===== config.mk =====
export PLATFORM = sky130hd
export DESIGN_NAME = h3_qmatrix_loader_flat
export DESIGN_NICKNAME = d
export VERILOG_FILES = /design/src/rtl/h3_qmatrix_loader_if.sv /design/src/rtl/h3_qmatrix_loader.sv /design/src/flat_wrapper.sv
export SDC_FILE = /design/constraint.sdc
export NUM_CORES = 1
export LEC_CHECK = 0
export CORE_UTILIZATION = 45
export CTS_CLUSTER_SIZE = 25
export DETAILED_ROUTE_END_ITERATION = 8
export PLACE_DENSITY = 0.81
export SYNTH_ARGS = -nofsm -noshare
export SYNTH_HDL_FRONTEND = slang
export SYNTH_SLANG_ARGS = --single-unit

===== constraint.sdc =====
create_clock -name clk -period 8 [get_ports clk]
set_input_delay 2 -clock clk [delete_from_list [all_inputs] [get_ports clk]]
set_output_delay 2 -clock clk [all_outputs]
set_load 0.02 [all_outputs]

===== src/rtl/h3_qmatrix_loader_if.sv =====
// Handshake and matrix bus between a Q-row source, the loader and the hash stages.
interface h3_qmatrix_loader_if #(
  parameter int unsigned KEY_WIDTH   = 32,
  parameter int unsigned INDEX_WIDTH = 12
);
  localparam int unsigned FLAT_W = KEY_WIDTH * INDEX_WIDTH;

  logic                   load_start;
  logic                   row_valid;
  logic [INDEX_WIDTH-1:0] row_data;
  logic                   row_parity;
  logic                   row_ready;
  logic [FLAT_W-1:0]      q_flat;
  logic                   q_valid;
  logic                   load_done;
  logic                   busy;
  logic                   parity_err;

  modport master (
    output load_start, row_valid, row_data, row_parity,
    input  row_ready, q_flat, q_valid, load_done, busy, parity_err
  );

  modport slave (
    input  load_start, row_valid, row_data, row_parity,
    output row_ready, q_flat, q_valid, load_done, busy, parity_err
  );
endinterface


===== src/rtl/h3_qmatrix_loader.sv =====
// Q-matrix writer for the H3 hash: loads KEY_WIDTH rows over valid/ready into a register file.
// Optional row parity checking is enabled with `define QLOAD_PARITY_EN.
module h3_qmatrix_loader #(
  parameter int unsigned KEY_WIDTH   = 32,
  parameter int unsigned INDEX_WIDTH = 12
) (
  input  logic                  clk,
  input  logic                  rst,
  h3_qmatrix_loader_if.slave    bus
);
  localparam int unsigned IDX_W  = (KEY_WIDTH > 1) ? $clog2(KEY_WIDTH) : 1;
  localparam int unsigned FLAT_W = KEY_WIDTH * INDEX_WIDTH;
  localparam logic [IDX_W-1:0] LAST_IDX = IDX_W'(KEY_WIDTH - 1);

  typedef enum logic [1:0] {
    IDLE = 2'd0,
    LOAD = 2'd1,
    DONE = 2'd2
  } state_t;

  state_t                 state, state_n;
  logic [IDX_W-1:0]       idx, idx_n;
  logic                   q_valid, q_valid_n;
  logic                   load_done, load_done_n;
  logic                   parity_err, parity_err_n;
  logic                   wr_en;
  logic                   xfer_c;
  logic                   row_bad_c;
  logic [INDEX_WIDTH-1:0] rows [KEY_WIDTH];
  logic [FLAT_W-1:0]      q_flat_c;

  assign xfer_c = bus.row_valid && (state == LOAD);

`ifdef QLOAD_PARITY_EN
  // Even parity over data plus parity bit must reduce to zero.
  assign row_bad_c = ^{bus.row_data, bus.row_parity};
`else
  assign row_bad_c = 1'b0;
`endif

  // Next-state and next-output logic; a restart always wins over a row transfer.
  always_comb begin
    state_n      = state;
    idx_n        = idx;
    q_valid_n    = q_valid;
    load_done_n  = 1'b0;
    parity_err_n = parity_err;
    wr_en        = 1'b0;
    unique case (state)
      IDLE: begin
        if (bus.load_start) begin
          state_n      = LOAD;
          idx_n        = '0;
          q_valid_n    = 1'b0;
          parity_err_n = 1'b0;
        end
      end
      LOAD: begin
        if (bus.load_start) begin
          idx_n        = '0;
          q_valid_n    = 1'b0;
          parity_err_n = 1'b0;
        end else if (xfer_c) begin
          if (row_bad_c) begin
            state_n      = IDLE;
            parity_err_n = 1'b1;
          end else begin
            wr_en = 1'b1;
            if (idx == LAST_IDX) begin
              state_n = DONE;
            end else begin
              idx_n = idx + IDX_W'(1);
            end
          end
        end
      end
      DONE: begin
        if (bus.load_start) begin
          state_n      = LOAD;
          idx_n        = '0;
          q_valid_n    = 1'b0;
          parity_err_n = 1'b0;
        end else begin
          state_n     = IDLE;
          q_valid_n   = 1'b1;
          load_done_n = 1'b1;
        end
      end
      default: state_n = IDLE;
    endcase
  end

  always_ff @(posedge clk) begin
    if (rst) begin
      state      <= IDLE;
      idx        <= '0;
      q_valid    <= 1'b0;
      load_done  <= 1'b0;
      parity_err <= 1'b0;
    end else begin
      state      <= state_n;
      idx        <= idx_n;
      q_valid    <= q_valid_n;
      load_done  <= load_done_n;
      parity_err <= parity_err_n;
    end
  end

  // Row register file; rows not yet rewritten keep their previous contents.
  always_ff @(posedge clk) begin
    if (rst) begin
      for (int i = 0; i < int'(KEY_WIDTH); i++) rows[i] <= '0;
    end else if (wr_en) begin
      rows[idx] <= bus.row_data;
    end
  end

  always_comb begin
    q_flat_c = '0;
    for (int i = 0; i < int'(KEY_WIDTH); i++) begin
      q_flat_c[i*INDEX_WIDTH +: INDEX_WIDTH] = rows[i];
    end
  end

  assign bus.q_flat     = q_flat_c;
  assign bus.q_valid    = q_valid;
  assign bus.load_done  = load_done;
  assign bus.parity_err = parity_err;
  assign bus.row_ready  = (state == LOAD);
  assign bus.busy       = (state != IDLE);
endmodule


===== src/flat_wrapper.sv =====
// flat-port wrapper written by rule: the top's interface ports become plain ports
module h3_qmatrix_loader_flat 
#(
  parameter int unsigned KEY_WIDTH   = 32,
  parameter int unsigned INDEX_WIDTH = 12
)
  (clk, rst, bus_load_start, bus_row_valid, bus_row_data, bus_row_parity, bus_row_ready, bus_q_flat, bus_q_valid, bus_load_done, bus_busy, bus_parity_err);
  h3_qmatrix_loader_if #(.KEY_WIDTH(KEY_WIDTH), .INDEX_WIDTH(INDEX_WIDTH)) bus_i ();
  input  logic clk;
  input  logic rst;
  input wire logic [$bits(bus_i.load_start)-1:0] bus_load_start;
  input wire logic [$bits(bus_i.row_valid)-1:0] bus_row_valid;
  input wire logic [$bits(bus_i.row_data)-1:0] bus_row_data;
  input wire logic [$bits(bus_i.row_parity)-1:0] bus_row_parity;
  output wire logic [$bits(bus_i.row_ready)-1:0] bus_row_ready;
  output wire logic [$bits(bus_i.q_flat)-1:0] bus_q_flat;
  output wire logic [$bits(bus_i.q_valid)-1:0] bus_q_valid;
  output wire logic [$bits(bus_i.load_done)-1:0] bus_load_done;
  output wire logic [$bits(bus_i.busy)-1:0] bus_busy;
  output wire logic [$bits(bus_i.parity_err)-1:0] bus_parity_err;
  assign bus_i.load_start = bus_load_start;
  assign bus_i.row_valid = bus_row_valid;
  assign bus_i.row_data = bus_row_data;
  assign bus_i.row_parity = bus_row_parity;
  assign bus_row_ready = bus_i.row_ready;
  assign bus_q_flat = bus_i.q_flat;
  assign bus_q_valid = bus_i.q_valid;
  assign bus_load_done = bus_i.load_done;
  assign bus_busy = bus_i.busy;
  assign bus_parity_err = bus_i.parity_err;
  h3_qmatrix_loader #(.KEY_WIDTH(KEY_WIDTH), .INDEX_WIDTH(INDEX_WIDTH)) u_core (.clk(clk), .rst(rst), .bus(bus_i));
endmodule

==> summary.md, run 1 <==
| Metric | Value |
|---|---|
| Startpoint Class | `input pin` |
| Post-CTS Setup Repair Bufs | `0` |
| WP data arrival | `5.11 ns` |
| Final std cell area, no fill | `a little over 20000 sq um` |
| Class of the worst hold path | `flop to flop` |
| YS warnings | `0` |
| Pwr dens | `226 nW/um^2` |
| Period utilisation layout | `0.622` |
| Main synth FF type | `edfxtp_1` |
| Mapped Avg Cell Area | `around 14 sq um` |
| Status | `complete, no violations` |
| CP max stage cell | `o21bai_1` |
| Post-DP HPWL | `about 32000 microns` |
| Largest net degree at the start of global routing | `74` |
| Share of cells above drive strength 1 | `0.0613` |
| Vias in the first global route | `10300` |
| Most frequent cells after synthesis | `387 x nor2_1, 384 x edfxtp_1, 58 x nand2_1` |
| GPL Wtd Cong | `0.799` |
| Overall die area | `roughly 33000 sq um` |
| Global route overflow | `0` |
| Mapped Cells | `around 1100` |
| Util after Layout | `0.637` |
| Worst-path cell chain | `clkdlybuf4s50_1 > nand2b_1 > nor4b_4 > nand2_4 > o21bai_1` |
| Starting Density | `0.460` |
| Layout fillers | `about 2300` |
| CTS tree | `yes` |
| Via count | `~10000` |
| Slew margin rel. | `0.160` |
| Htree depth | `2` |
| Drt first pass iters | `5` |
| Top cell type's share of synthesized area | `0.788` |
| Setup violations, final | `0` |
| ANT cells | `0` |
| LEAKAGE | `6.68 nW` |
| CTS clk-pin slew, worst paths | `0.06 ns` |
| Resized Gates After CTS | `0` |
| Clock Skew | `~0.0094 ns` |
| CTS Buffer Depth | `3` |
| Root Buffer | `clkbuf_16` |
| Worst Path Buf+Inv | `1` |
| Number of library cell types mapped by synthesis | `34` |
| Multi-input combinational cell area | `2610 sq um` |
| FF+latch count, synth | `393` |
| Crit-path max FO | `48` |
| Syn Nets | `1072` |
| Most common cell in the netlist | `nor2_1` |
| # nets final | `1459` |
| Slowest stage delay, CP | `1.13 ns` |
| Post-synth EDFFs | `384` |
| Initial antenna violation count | `0` |
| Synthesis-to-finish area growth | `38.4%` |
| CTS Sinks | `393` |
| VDD IR max | `0.187 mV` |
| Slew @ Worst Pin | `1.26 ns` |
| Kind of critical path | `input pin to flop` |
| Drc violations | `0` |
| Average wire per standard cell | `between 20 and 25 microns` |
| Max-cap violations | `0` |
| Core ar. | `31800 sq um` |
| Fin. max-slew vios | `0` |
| Post-synth top area cell | `edfxtp_1` |
| Setup_tns | `0 ns` |
| CTS Hold Bufs | `0` |
| GRT Util Overall | `0.279` |
| Clock Latency Late Sink | `around 0.53 ns` |
| I/O Pins | `406` |
| Hold Fails Final Rpt | `0` |
| Port bufs | `403` |
| Netlist Area Pre-Place | `approximately 15000 sq um` |
| Cell area after placement | `19000 sq um` |
| Die Width | `182 microns` |
| Routed Antenna Nets | `0` |
| FF+latch area | `around 12000 sq um` |
| Global-route wire length before repair | `66200 microns` |
| Top delay family on crit path | `simple AND/OR/NAND/NOR gates` |
| Synth area leaders | `edfxtp_1 79%, nor2_1 9.9%, nand3_1 1.8%` |
| Pwr Total | `4.59 mW` |
| Hold slack | `0.473 ns` |
| WP data required | `8.14 ns` |
| Final wirelength | `47100 microns` |
| Via density | `approximately 5.4` |
| Post-synthesis sequential area ratio | `0.800` |
| CP endpoint kind | `flop` |
| Rows | `between 60 and 70` |
| Initial DRC count | `975` |
| Fin crit period | `a little under 5 ns` |
| Num CTS Buffers | `40` |
| RSZ-0062 raised after global routing | `no` |
| Asr flop ratio synth | `0` |
| DIE HEIGHT | `182 microns` |
| Highest clock rate | `201 MHz` |
==> metal layers <==
| metal | wire (microns) | track usage |
|---|---|---|
| met3 | 4120 | 0.0627 |
| met1 | 17500 | 0.337 |
| met4 | 1650 | 0.0982 |
| met5 | 0 | 0 |
| met2 | 23800 | 0.490 |
==> report_power, final <==
part,switching (mW),leakage [nW],internal (mW)
combinational,0.243,2.21,0.160
clock,0.773,0.602,1.04
sequential,0.0326,3.87,2.34
==> registers in the layout (all words and copies together) (netlist names) <==
register,flops
u_core.rows,384
u_core.idx,5
u_core.state,2
u_core.bus.load_done,1
u_core.bus.q_valid,1
==> cell families (layout without fill, tap and decap cells) <==
family	after synthesis	count (layout)	share of synthesized area
buffers and inverters	72	489	0.0232
other	1	1	0.000256
AO/OA/AOI/OAI	43	43	0.0216
flip-flops	393	393	0.800
AND/OR/NAND/NOR	536	536	0.150
adder cells (fa/ha/maj)	5	5	0.00428
==> worst paths after layout <==
kind	startpoint	to	slack, ns	depth (start not counted)
setup / recovery	bus_load_start	u_core.rows[31][3]	3.03	5
hold / removal	u_core.bus.q_valid	u_core.bus.q_valid	0.47	2
setup reg to reg	u_core.state[0]	u_core.rows[31][3]	4.64	4
hold reg to reg	u_core.bus.q_valid	u_core.bus.q_valid	0.47	2
==> final cells by class <==
class	instances	area share
Clock buffer	54	0.0546
Clock inverter	18	0.00760
Inverter	2	0.000371
Multi-Input combinational cell	585	0.129
Sequential cell	393	0.578
Tap cell	435	0.0269
Timing Repair Buffer	415	0.203
==> worst register-to-register path: cells and delay by family, from the launching register on <==
kind	cells	cell delay, ns
AO/OA/AOI/OAI	1	1.15
flip-flops	1	0.46
AND/OR/NAND/NOR	3	1.37
==> cell usage in the layout (no fill, tap or decap), types with 4 or more instances in the layout <==
cell type and n:
clkinvlp_4 4, a21oi_1 6, buf_4 12, dfxtp_1 8, nand2_4 4, clkbuf_16 42, clkbuf_1 11, edfxtp_1 384
ha_1 5, o21bai_1 8, clkinv_1 6, a31o_2 12, clkinv_2 5, nor2_1 386, nand3_1 52, clkdlybuf4s50_1 402
and2_1 6, nor2b_1 16, a21o_1 12, nand2_1 58
==> per-stage QoR <==
step,setup slack [ns],cells
after floorplan,4.02,1050
final,3.03,1902
after CTS,3.06,1902
after global placement,2.60,1830
after global routing,2.79,1902
after detailed placement,2.49,1830
Note: power is estimated with default switching activity, not from simulation.
==> run 2, diff against run 1 <==
==> constraint.sdc (replaced) <==
create_clock -name clk -period 5 [get_ports clk]
set_input_delay 1.25 -clock clk [delete_from_list [all_inputs] [get_ports clk]]
set_output_delay 1.25 -clock clk [all_outputs]
set_load 0.02 [all_outputs]
==> summary.md, run 2 (synthesis gave the netlist of run 1 again) <==
| Metric | Value |
|---|---|
| Status | `complete, no violations` |
| WP data arrival | `3.83 ns (-1.28 ns)` |
| Largest Register | `u_core.rows` |
| Final std cell area, no fill | `20300 sq um (+0.30%)` |
| Setup_tns | `0 ns (unchanged)` |
| Htree depth | `2 (unchanged)` |
| Crit-path max FO | `12 (-75%)` |
| Hold Fails Final Rpt | `0 (unchanged)` |
| Clock Latency Late Sink | `0.53 ns (about the same)` |
| Root Buffer | `clkbuf_16` |
| Initial antenna violation count | `0 (unchanged)` |
| Via count | `10200 (+0.22%)` |
| Setup violations, final | `0 (unchanged)` |
| Highest clock rate | `between 200 and 300 MHz` |
| Drt first pass iters | `5 (unchanged)` |
| Post-DP HPWL | `32400 microns (+0.33%)` |
| Hold slack | `0.466 ns (-0.00723 ns)` |
| Class of the worst hold path | `flop to flop` |
| Combinational share of power | `0.090 (+0.002)` |
| Startpoint Class | `input pin` |
| Most frequent cells in the layout | `402 x clkdlybuf4s50_1, 386 x nor2_1, 384 x edfxtp_1, 58 x nand2_1, 52 x nand3_1` |
| Pwr dens | `358 nW/um^2 (+58%)` |
| GPL Wtd Cong | `0.812 (+1.6%)` |
| Drc violations | `0 (unchanged)` |
| Clock Skew | `0.0155 ns (+0.00610 ns)` |
| Synthesis-to-finish area growth | `38.8%` |
| VDD IR max | `0.275 mV (+47%)` |
| Share of cells above drive strength 1 | `0.0671 (+0.00577)` |
| Final wirelength | `46500 microns (-1.2%)` |
| Max-cap violations | `0 (unchanged)` |
| CTS tree | `yes` |
| GRT Util Overall | `0.277 (-0.00191)` |
| CTS clk-pin slew, worst paths | `0.06 ns (about the same)` |
| Overall die area | `33200 sq um (unchanged)` |
| ANT cells | `0 (unchanged)` |
| Via density | `5.34 (-0.20%)` |
| Cell area after placement | `19100 sq um (+0.55%)` |
| Post-CTS Setup Repair Bufs | `0 (unchanged)` |
| Global-route wire length before repair | `66100 microns (-0.18%)` |
| Starting Density | `0.460 (unchanged)` |
| Commonest non-fill, non-tap cell in the layout | `clkdlybuf4s50_1` |
| CTS Hold Bufs | `0 (unchanged)` |
| LEAKAGE | `6.73 nW (+0.78%)` |
| RSZ-0062 raised after global routing | `no` |
| Switching share of total power | `0.225 (-0.00337)` |
| Vias in the first global route | `9932 (-3.1%)` |
| Initial DRC count | `1014 (+4.0%)` |
| # nets final | `1473 (+0.96%)` |
| Largest net degree at the start of global routing | `62 (-16%)` |
| Util after Layout | `0.639 (+0.00189)` |
| DP Cell Count | `1844 (+0.77%)` |
| Global route overflow | `0 (unchanged)` |
| Seq pwr share | `0.522 (+0.005)` |
| Routed Antenna Nets | `0 (unchanged)` |
| Average wire per standard cell | `24.4 microns (-1.6%)` |
| CP endpoint kind | `flop` |
| R2R depth | `4 (unchanged)` |
| Worst hold path depth | `2 (unchanged)` |
| NetSw | `1.64 mW (+56%)` |
| Fin. max-slew vios | `0 (unchanged)` |
| Slew margin rel. | `0.208 (+0.0485)` |
| Fin crit period | `3.68 ns` |
| Regs by FF count | `u_core.rows x384, u_core.idx x5, u_core.state x2` |
| Max reg flops | `384 (unchanged)` |
| Num CTS Buffers | `40 (unchanged)` |
| Resized Gates After CTS | `0 (unchanged)` |
| DIE HEIGHT | `182 microns (unchanged)` |
| Slew @ Worst Pin | `1.19 ns (-0.0727 ns)` |
| CTS Sinks | `393 (unchanged)` |
| WP data required | `5.14 ns (-3.00 ns)` |
| Clock power share | `0.389 (-0.006)` |
| CTS Buffer Depth | `3 (unchanged)` |
| Core ar. | `31800 sq um (unchanged)` |
| Die Width | `182 microns (unchanged)` |
| Layout fillers | `2276 (+0.22%)` |
| Period utilisation layout | `0.736` |
| Cell Int Power | `5.63 mW (+59%)` |
| Port bufs | `403 (unchanged)` |
| I/O Pins | `406 (unchanged)` |
| Kind of critical path | `input pin to flop` |
| Rows | `65 (unchanged)` |
| Fin cells | `1910 (+0.42%)` |
## run 2: area by class of cell
type                       count  area [sq um]  share of cell area
clock inverter                15           130             0.00641
multi-input combinational    585          2610               0.128
tap                          435           544              0.0268
sequential                   393         11700               0.577
timing repair buffer         429          4220               0.208
clock buffer                  51          1080              0.0534
inverter                       2          7.51            0.000370
## run 2: power groups by stage
| stage | combinational (mW) | clock [mW] | sequential (mW) |
|---|---|---|---|
| finish | 0.652 | 2.83 | 3.79 |
| global route | 0.672 | 2.96 | 3.80 |
| CTS | 0.655 | 2.83 | 3.80 |
| detailed placement | 0.653 | 0 | 3.86 |
| global placement | 0.645 | 0 | 3.86 |
| floorplan | 0.0850 | 0 | 4.04 |
## run 2: path summary, 6_finish.rpt
kind / start / to / slack [ns]
setup / recovery: bus_load_start / u_core.rows[8][1] / 1.32
hold / removal: u_core.bus.q_valid / u_core.bus.q_valid / 0.47
setup reg to reg: u_core.state[0] / u_core.rows[8][1] / 2.18
hold reg to reg: u_core.bus.q_valid / u_core.bus.q_valid / 0.47
## run 2: layer usage
layer,GRT usage,routed length [microns],vias up,part of all wire
li1,-,-,4437,-
met1,0.337,17200,5016,0.37
met2,0.471,22900,662,0.49
met3,0.0784,4740,92,0.10
met4,0.0985,1650,0,0.036
met5,0,0,-,0
## run 2: critical path: stages
cell and delay, ns:
clkdlybuf4s50_1 0.51, nand2b_1 0.26, nor4b_4 0.66, and2_1 0.44, a21o_1 0.69
## run 2: metrics by stage
step	power [mW]	setup slack (ns)
after floorplan	4.12	1.77
after global placement	4.50	0.851
after detailed placement	4.52	0.786
after CTS	7.28	1.34
after global routing	7.44	1.19
final	7.27	1.32
==> run 3, diff against run 2 <==
==> constraint.sdc (replaced) <==
create_clock -name clk -period 3.47 [get_ports clk]
set_input_delay 0.8675 -clock clk [delete_from_list [all_inputs] [get_ports clk]]
set_output_delay 0.8675 -clock clk [all_outputs]
set_load 0.02 [all_outputs]
==> summary.md, run 3 (synthesis gave the netlist of run 1 again) <==
| Metric | Value |
|---|---|
| Class of the worst hold path | `flop to flop` |
| Most frequent cells in the layout | `402 x clkdlybuf4s50_1, 386 x nor2_1, 384 x edfxtp_1, 58 x nand2_1` |
| CTS Sinks | `393 (unchanged)` |
| Drt first pass iters | `7 (+2)` |
| Startpoint Class | `input pin` |
| WP data required | `3.64 ns (-1.50 ns)` |
| # nets final | `1501 (+1.9%)` |
| Clock Latency Late Sink | `0.54 ns (about the same)` |
| Cell area after placement | `19300 sq um (+1.2%)` |
| Worst R2R Setup Slack | `1.10 ns (-1.08 ns)` |
| Worst hold path depth | `2 (unchanged)` |
| Via density | `5.34 (-0.11%)` |
| GRT Util Overall | `0.280 (+0.00307)` |
| Largest Register | `u_core.rows` |
| Pwr dens | `518 nW/um^2 (+45%)` |
| Core ar. | `31800 sq um (unchanged)` |
| Hold path startpoint | `u_core.bus.q_valid` |
| Clock Skew | `0.0202 ns (+0.00473 ns)` |
| Regs by FF count | `u_core.rows x384, u_core.idx x5, u_core.state x2` |
| Global-route wire length before repair | `66800 microns (+1.0%)` |
| Post-DP HPWL | `33200 microns (+2.6%)` |
| Met2 GRT Util | `0.470 (-0.000613)` |
| Highest clock rate | `366 MHz` |
| Num CTS Buffers | `40 (unchanged)` |
| Drc violations | `0 (unchanged)` |
| LEAKAGE | `6.92 nW (+2.8%)` |
| Slew margin rel. | `0.257 (+0.0483)` |
| Initial antenna violation count | `2 (+2)` |
| Initial DRC count | `949 (-6.4%)` |
| CTS clk-pin slew, worst paths | `0.06 ns (about the same)` |
| Hold Fails Final Rpt | `0 (unchanged)` |
| CTS Hold Bufs | `0 (unchanged)` |
| GRT busiest layer | `met2` |
| Port bufs | `403 (unchanged)` |
| Met3 GRT Util | `0.0810 (+0.00259)` |
| Root Buffer | `clkbuf_16` |
| Status | `complete, no violations` |
| VDD IR max | `0.435 mV (+58%)` |
| Fin. max-slew vios | `0 (unchanged)` |
| Global route overflow | `0 (unchanged)` |
| Layout fillers | `2213 (-2.8%)` |
| Rows | `65 (unchanged)` |
| Resized Gates After CTS | `0 (unchanged)` |
| Crit-path max FO | `12 (unchanged)` |
| GPL Wtd Cong | `0.822 (+1.3%)` |
| Overall die area | `33200 sq um (unchanged)` |
| Htree depth | `2 (unchanged)` |
| CTS tree | `yes` |
| CP endpoint kind | `flop` |
| Period utilisation layout | `0.787` |
| Starting Density | `0.460 (unchanged)` |
| Final wirelength | `47100 microns (+1.2%)` |
| Routed Antenna Nets | `0 (unchanged)` |
| Die Width | `182 microns (unchanged)` |
| Share of cells above drive strength 1 | `0.0882 (+0.0211)` |
| Critical Path Source | `bus_load_start` |
| Synthesis-to-finish area growth | `40.9%` |
| DIE HEIGHT | `182 microns (unchanged)` |
| Hold Path End | `u_core.bus.q_valid` |
| Max reg flops | `384 (unchanged)` |
| Kind of critical path | `input pin to flop` |
| Fin crit period | `between 2 and 3 ns` |
| R2R depth | `5 (+1)` |
| Setup violations, final | `0 (unchanged)` |
| Largest net degree at the start of global routing | `56 (-9.7%)` |
| Worst reg2reg endpoint | `u_core.rows[12][7]` |
| WP data arrival | `2.90 ns (-0.93 ns)` |
| Vias in the first global route | `10200 (+2.4%)` |
| RR Startpoint | `u_core.state[0]` |
| I/O Pins | `406 (unchanged)` |
| Average wire per standard cell | `24.2 microns (-0.55%)` |
| RSZ-0062 raised after global routing | `no` |
| Final std cell area, no fill | `20600 sq um (+1.5%)` |
| Met1 usage | `0.345 (+0.00770)` |
| CTS Buffer Depth | `3 (unchanged)` |
| Post-CTS Setup Repair Bufs | `0 (unchanged)` |
| Via count | `10400 (+1.7%)` |
| Slew @ Worst Pin | `1.11 ns (-0.0734 ns)` |
| Setup_tns | `0 ns (unchanged)` |
| Commonest non-fill, non-tap cell in the layout | `clkdlybuf4s50_1` |
| Max-cap violations | `0 (unchanged)` |
## run 3: where the power goes
group          internal, mW  switching, mW  total, mW
Clock                  2.48           1.77       4.25
Sequential             5.39         0.0721       5.46
Combinational         0.398          0.567      0.965
## run 3: layer usage
layer  share of wire  routed length (microns)
met5         0.00023                       11
met4           0.033                     1570
met3            0.11                     5100
met2            0.49                    23300
met1            0.36                    17100
## run 3: area by class of cell
| type | count | area (sq um) | area share |
|---|---|---|---|
| inverter | 2 | 7.51 | 0.000364 |
| sequential | 393 | 11700 | 0.568 |
| tap | 435 | 544 | 0.0264 |
| timing repair buffer | 457 | 4460 | 0.216 |
| clock buffer | 53 | 1110 | 0.0539 |
| clock inverter | 18 | 173 | 0.00837 |
| antenna | 1 | 2.50 | 0.000121 |
| multi-input combinational | 585 | 2610 | 0.127 |
## run 3: stage by stage
step / instances / utilization / power (mW) / setup WS [ns] / hold slack, ns
final: 1944 / 0.648 / 10.7 / 0.738 / 0.474
after global routing: 1943 / 0.648 / 10.9 / 0.672 / 0.494
after CTS: 1943 / 0.648 / 10.7 / 0.755 / 0.471
after detailed placement: 1872 / 0.608 / 6.53 / 0.219 / 0.459
after global placement: 1872 / 0.608 / 6.51 / 0.263 / 0.466
after floorplan: 1050 / - / 5.94 / 0.624 / 0.477
## run 3: worst max-delay path by stage
stage                         endpoint  slack (ns)
detailed placement  u_core.rows[21][0]        0.22
global placement     u_core.rows[4][8]        0.26
finish              u_core.rows[12][7]        0.74
floorplan           u_core.rows[24][0]        0.62
CTS                 u_core.rows[21][4]        0.76
global route        u_core.rows[21][4]        0.67
## run 3: critical path, stage by stage
cell             delay (ns)
clkdlybuf4s50_1        0.43
nand2b_1               0.22
nor4b_4                0.27
buf_4                  0.24
and2_1                 0.39
a31o_2                 0.48
